<file path="src/rtl/mux_bus_slave.sv">
// mux_bus_slave: memory/IO slave for a multiplexed AD/A bus.
// The address is latched under ALE and decoded against an aligned window.
// READY is held low for WAIT_STATES cycles, then one word of the internal
// array is read or written.
// Optional build macro: ACCESS_CNT_EN adds 16-bit RD_CNT/WR_CNT outputs.
module mux_bus_slave #(
  parameter int                DATA_W      = 8,
  parameter int                ADDR_W      = 20,
  parameter int                MEM_DEPTH   = 256,
  parameter logic [ADDR_W-1:0] BASE_ADDR   = '0,
  parameter int                IO_SPACE    = 0,
  parameter int                WAIT_STATES = 2
) (
  input  logic                     CLK,
  input  logic                     RESET,
  input  logic                     ALE,
  input  logic                     IOM,
  input  logic                     RD,
  input  logic                     WR,
  input  logic [DATA_W-1:0]        AD_IN,
  input  logic [ADDR_W-DATA_W-1:0] A_IN,
  output logic [DATA_W-1:0]        AD_OUT,
  output logic                     AD_OE,
  output logic                     READY,
  output logic                     CS,
  output logic                     ERR
`ifdef ACCESS_CNT_EN
  ,
  output logic [15:0]              RD_CNT,
  output logic [15:0]              WR_CNT
`endif
);

  localparam int       LP_OFF_W = (MEM_DEPTH > 1) ? $clog2(MEM_DEPTH) : 1;
  localparam logic [3:0] LP_WS  = 4'(WAIT_STATES);
  localparam logic     LP_IO    = (IO_SPACE != 0);

  typedef enum logic [1:0] {S_IDLE, S_WAIT, S_ACCESS, S_END} state_t;

  state_t              r_state, w_state_next;
  logic [ADDR_W-1:0]   r_addr, w_addr_lat;
  logic                r_iom, w_iom_lat;
  logic [3:0]          r_wait_cnt, w_wait_cnt_next;
  logic                r_is_read, w_is_read_next;
  logic                r_ready, w_ready_next;
  logic                r_ad_oe, w_ad_oe_next;
  logic                r_cs, w_cs_next;
  logic                r_err, w_err_next;
  logic                w_latch_en, w_hit, w_both, w_one;
  logic                w_mem_we, w_mem_re;
  logic [LP_OFF_W-1:0] w_offset;
  logic [DATA_W-1:0]   r_mem [MEM_DEPTH];
  logic [DATA_W-1:0]   r_rd_data;

  // ALE is only honoured while idle; otherwise the latched address holds.
  assign w_latch_en = (r_state == S_IDLE) && ALE;
  assign w_addr_lat = w_latch_en ? {A_IN, AD_IN} : r_addr;
  assign w_iom_lat  = w_latch_en ? IOM : r_iom;
  // The window is aligned to MEM_DEPTH, so matching the high bits is the range check.
  assign w_hit      = (w_iom_lat == LP_IO) &&
                      (w_addr_lat[ADDR_W-1:LP_OFF_W] == BASE_ADDR[ADDR_W-1:LP_OFF_W]);
  assign w_offset   = r_addr[LP_OFF_W-1:0];
  assign w_both     = !RD && !WR;
  assign w_one      = RD ^ WR;

  // FSM state register.
  always_ff @(posedge CLK or negedge RESET) begin
    if (!RESET) r_state <= S_IDLE;
    else        r_state <= w_state_next;
  end

  // Next-state and next-output logic; a double strobe aborts from any state.
  always_comb begin
    w_state_next    = r_state;
    w_wait_cnt_next = r_wait_cnt;
    w_is_read_next  = r_is_read;
    w_ready_next    = r_ready;
    w_ad_oe_next    = r_ad_oe;
    w_cs_next       = r_cs;
    w_err_next      = r_err;
    w_mem_we        = 1'b0;
    w_mem_re        = 1'b0;
    if (w_latch_en) w_cs_next = w_hit;
    if (w_both) begin
      w_state_next = S_IDLE;
      w_ready_next = 1'b1;
      w_ad_oe_next = 1'b0;
      w_cs_next    = 1'b0;
      w_err_next   = 1'b1;
    end else begin
      case (r_state)
        S_IDLE: begin
          if (w_one && r_cs) begin
            w_is_read_next  = !RD;
            w_wait_cnt_next = LP_WS;
            if (LP_WS == 4'd0) begin
              w_state_next = S_ACCESS;
            end else begin
              w_state_next = S_WAIT;
              w_ready_next = 1'b0;
            end
          end
        end
        S_WAIT: begin
          if (w_one && ((!RD) == r_is_read)) begin
            w_wait_cnt_next = r_wait_cnt - 4'd1;
            if (r_wait_cnt <= 4'd1) begin
              w_state_next = S_ACCESS;
              w_ready_next = 1'b1;
            end
          end else begin
            // Strobe withdrawn before the access: abandon the cycle.
            w_state_next = S_IDLE;
            w_ready_next = 1'b1;
            w_cs_next    = 1'b0;
            w_err_next   = 1'b1;
          end
        end
        S_ACCESS: begin
          w_state_next = S_END;
          w_ready_next = 1'b1;
          if (r_is_read) begin
            w_mem_re     = 1'b1;
            w_ad_oe_next = 1'b1;
          end else begin
            w_mem_we = 1'b1;
          end
        end
        S_END: begin
          if (RD && WR) begin
            w_state_next = S_IDLE;
            w_ad_oe_next = 1'b0;
            w_cs_next    = 1'b0;
          end
        end
        default: w_state_next = S_IDLE;
      endcase
    end
  end

  // Bus-facing registers and the address latch.
  always_ff @(posedge CLK or negedge RESET) begin
    if (!RESET) begin
      r_addr     <= '0;
      r_iom      <= 1'b0;
      r_wait_cnt <= 4'd0;
      r_is_read  <= 1'b0;
      r_ready    <= 1'b1;
      r_ad_oe    <= 1'b0;
      r_cs       <= 1'b0;
      r_err      <= 1'b0;
    end else begin
      r_addr     <= w_addr_lat;
      r_iom      <= w_iom_lat;
      r_wait_cnt <= w_wait_cnt_next;
      r_is_read  <= w_is_read_next;
      r_ready    <= w_ready_next;
      r_ad_oe    <= w_ad_oe_next;
      r_cs       <= w_cs_next;
      r_err      <= w_err_next;
    end
  end

  // Storage array with registered read; not reset so it maps to block RAM.
  always_ff @(posedge CLK) begin
    if (w_mem_we) r_mem[w_offset] <= AD_IN;
    if (w_mem_re) r_rd_data <= r_mem[w_offset];
  end

  // Read data is gated by the enable so AD_OUT is zero whenever not driving.
  assign AD_OUT = r_ad_oe ? r_rd_data : '0;
  assign AD_OE  = r_ad_oe;
  assign READY  = r_ready;
  assign CS     = r_cs;
  assign ERR    = r_err;

`ifdef ACCESS_CNT_EN
  logic [15:0] r_rd_cnt, r_wr_cnt;

  // Completed-access counters; they wrap naturally at 16 bits.
  always_ff @(posedge CLK or negedge RESET) begin
    if (!RESET) begin
      r_rd_cnt <= 16'd0;
      r_wr_cnt <= 16'd0;
    end else begin
      if (w_mem_re) r_rd_cnt <= r_rd_cnt + 16'd1;
      if (w_mem_we) r_wr_cnt <= r_wr_cnt + 16'd1;
    end
  end

  assign RD_CNT = r_rd_cnt;
  assign WR_CNT = r_wr_cnt;
`else
  // No access counters in this build.
`endif

endmodule

</file>
<file path="config.mk">
export PLATFORM = sky130hd
export DESIGN_NAME = mux_bus_slave
export DESIGN_NICKNAME = d
export VERILOG_FILES = /design/src/rtl/mux_bus_slave.sv
export SDC_FILE = /design/constraint.sdc
export NUM_CORES = 2
export LEC_CHECK = 0
export CAP_MARGIN = 20
export CORE_UTILIZATION = 53
export CTS_CLUSTER_SIZE = 30
export DETAILED_ROUTE_END_ITERATION = 10
export PLACE_DENSITY = 0.69
export SYNTH_ARGS = -nofsm -noshare
export SYNTH_HDL_FRONTEND = slang
export SYNTH_SLANG_ARGS = --single-unit
</file>
<file path="constraint.sdc">
create_clock -name CLK -period 2.9 [get_ports CLK]
set_input_delay 0.58 -clock CLK [delete_from_list [all_inputs] [get_ports CLK]]
set_output_delay 0.58 -clock CLK [all_outputs]
set_load 0.02 [all_outputs]
</file>
==> results.yml <==
global_route:
  met3_usage: 0.0491
  grt_max_degree: 112
  grt_overflow_total: 0
  grt_pass1_vias: 41900
  use_met2: 0.428
  grt_usage: 0.263
  grt_pass1_wl_mm: 288
  antenna_found_initial: 6
  grt-busiest-layer: "met2"
  grt_use_met1: 0.366
sta:
  finalHoldViolCount: 0
  fmax_mhz: 325
  grt_setup_unrepaired: "true"
  worstMarginPinSlew_ns: 1.01
  clock_skew_ns: 0.0459
  maxSlewViolCount: 0
  setup_ws_ns: -0.177
  min_period_over_period: 1.06
  finalSetupViolations: 8
  min_period_ns: 3.08
  maxSlewHeadroom: 0.328
route:
  wire_per_inst_um: 30.2
  drt_iter0_markers: 4907
  drt_pass1_iterations: 6
  vias_per_cell: 6.31
  wl_mm: 198
  drcViolationCount: 0
  dr_total_vias: 41400
  ant_nets: 0
critical_path:
  critPathMaxFanout: 7
  endpoint_kind: "flip-flop"
  required_ns: 3.48
  critPathKind: "reg2reg"
  cp-start-kind: "flip-flop"
  arrival_ns: 3.66
yosys:
  synthDistinctLibCells: 38
  ys_warn_count: 0
  synthArstFlopShare: 0.0115
  seq_area_frac_synth: 0.782
  synth_area_mm2: 0.0797
  syn_nets: 3691
  synth-edff-count: 2056
  synthCells: 3656
  synth_ff_type: "edfxtp_1"
  avgSynthCellArea_um2: 21.8
  synth-seq-cells: 2080
power:
  p_leak_nw: 31.1
  ir_worst_vdd_mv: 0.882
  p_per_area_mw_per_mm2: 899
outcome:
  run_status: "finished, violations left"
  violations: "setup timing"
cts:
  clk_latency_ns: 0.85
  cts_buffer_depth: 3
  cts_made_buffers: 200
  h-tree-depth: 4
  postCtsHoldBufs: 0
  cts_tree: "built"
  cts.sinks: 2080
  cts_root_buf: "clkbuf_16"
  clk_pin_slew_ns: 0.07
layout:
  utilization: 0.648
  layout-drive-gt1-share: 0.379
  finish.instance_area_mm2: 0.0962
  fill_cells: 9547
  area_growth_pct: 20.6
  fin_nets: 4415
floorplanning:
  initial_core_util: 0.537
  fp.dieH_um: 390
  core-area_mm2: 0.149
  io_pins: 38
  dieArea_mm2: 0.152
  fp-row-count: 141
  fp.dieW_um: 390
place:
  port_buffers: 37
  gp_congestion: 0.842
  place_area_mm2: 0.0879
  hpwlAfterDp_mm: 123
worst_hold_path:
  holdCritPathClass: "in2async"
flow_run:
  maxCapViolCount: 0
==> per-stage QoR <==
stage / TNS [ns] / setup WS (ns) / hold slack, ns / instances / total power [mW]
final: -0.998 / -0.177 / 0.140 / 6553 / 86.5
after global routing: -1.34 / -0.202 / 0.103 / 6552 / 89.1
after CTS: -1.00 / -0.141 / 0.0809 / 6547 / 86.2
after detailed placement: -148.50 / -0.723 / 0.466 / 6134 / 58.1
after global placement: -217.09 / -0.939 / 0.457 / 6132 / 57.9
after floorplan: 0 / 0.174 / 0.284 / 3656 / 48.1
==> cells in the final DEF (no fill, tap or decap), types with 5 or more instances in the layout <==
master	n
a21oi_1	87
a21oi_2	47
a22oi_1	184
a22oi_2	72
and2_1	7
buf_12	100
buf_16	14
buf_4	579
buf_6	17
buf_8	8
bufinv_16	26
clkbuf_1	31
clkbuf_16	201
clkdlybuf4s50_1	26
clkinv_1	47
clkinv_2	38
clkinv_8	5
clkinvlp_4	9
dfrtp_1	20
edfxtp_1	2056
ha_1	9
inv_1	7
inv_6	11
mux2_2	13
mux4_2	512
nand2_1	22
nand2_2	16
nand3_1	9
nand4_1	9
nor2_1	265
nor2b_1	6
o21ai_0	10
o41ai_2	25
o41ai_4	6
==> Yosys cell counts, drive strengths merged (2+ instances only) <==
| cell | n | area (um2) |
|---|---|---|
| and2 | 10 | 62.6 |
| a211oi | 2 | 15.0 |
| clkbuf | 138 | 518 |
| o211ai | 2 | 15.0 |
| a22oi | 256 | 1920 |
| edfxtp | 2056 | 61700 |
| mux4 | 512 | 11500 |
| and3b | 2 | 17.5 |
| or2 | 2 | 12.5 |
| buf | 94 | 527 |
| a21oi | 135 | 676 |
| inv | 7 | 26.3 |
| nand4 | 9 | 56.3 |
| nor4 | 3 | 18.8 |
| nor3 | 3 | 15.0 |
| o41ai | 32 | 318 |
| ha | 9 | 113 |
| o21a | 2 | 15.0 |
| nand2b | 5 | 31.3 |
| nor3b | 2 | 15.0 |
| dfrtp | 23 | 576 |
| nor2 | 266 | 998 |
| nor2b | 8 | 50.1 |
| nand2 | 38 | 143 |
| o21ai | 10 | 50.1 |
| mux2 | 13 | 146 |
| nand3 | 9 | 45.0 |
| mux2i | 2 | 20.0 |
==> cells by family (layout without fill, tap and decap cells) <==
logic type      count (synthesis)  count (layout)  synth area share
compound gates                441             441            0.0380
xor+xnor                        1               1          0.000110
fa+ha+maj                       9               9           0.00141
buf+inv                       239            1133            0.0134
flops                        2080            2080             0.782
mux                           527             527             0.147
other cells                     0               1                 0
simple gates                  359             359            0.0185
==> final timing paths <==
path | depth (start not counted) | slack, ns | endpoint | start
max in group asynchronous | 3 | 1.84 | READY$_DFFE_PN1P_ | RESET
max reg2reg | 10 | -0.18 | r_rd_data[4]$_DFFE_PP_ | r_addr[0]$_DFFE_PN0N_
min | 1 | 0.14 | r_addr[4]$_DFFE_PN0N_ | RESET
min reg2reg | 1 | 0.48 | ERR$_DFFE_PN0P_ | ERR$_DFFE_PN0P_
min in group CLK | 1 | 0.17 | r_mem[65][2]$_DFFE_PP_ | AD_IN[2]
max | 10 | -0.18 | r_rd_data[4]$_DFFE_PP_ | r_addr[0]$_DFFE_PN0N_
==> final cells by class <==
type,instances,area [um2],share of cell area
well taps,2002,2500,0.0260
clock buffers,231,5120,0.0532
repair buffers,754,7510,0.0780
multi-input cells,1337,17200,0.179
flip-flops and latches,2080,62300,0.648
clock inverters,141,1470,0.0153
inverters,7,26.3,0.000273
diodes,1,2.50,0.0000260
==> power by group <==
part           switching [mW]  internal, mW  total, mW  leakage (nW)
clock                    11.2          15.0       26.2          3.21
combinational            14.0          12.9       26.8          9.15
sequential              0.234          33.2       33.5          18.8
total                    25.3          61.1       86.5          31.1
==> per-layer routing <==
layer,share of wire,wire length [um],up-vias
li1,-,-,16900
met4,0.031,6220,8
met3,0.089,17600,354
met5,0.00023,45,-
met2,0.49,97800,2155
met1,0.39,76200,21900
==> state kept, by name, summed over array words and instances, names as in the netlist <==
name,flops
r_state,2
READY,1
r_is_read,1
r_mem,2048
AD_OE,1
r_rd_data,8
ERR,1
r_wait_cnt,4
CS,1
r_addr,13
==> worst max-delay path: stages (launching register included) <==
cell and delay [ns]:
dfrtp_4 0.45, buf_12 0.16, buf_8 0.14, buf_12 0.15
buf_4 0.19, mux4_2 0.53, a22oi_2 0.29, a21oi_2 0.14
o41ai_2 0.41, buf_4 0.25, nand4_1 0.09
==> what timing repair did <==
action | 4_1_cts | 5_1_grt
buffers inserted | 33 | 5
gates resized for setup | 133 | 74
pin swaps | 30 | 20
cloned | 8 | 1
hold endpoints to repair | 0 | 0
setup endpoints to repair | 17 | 35
No activity file was read; power rests on OpenSTA's default activity.
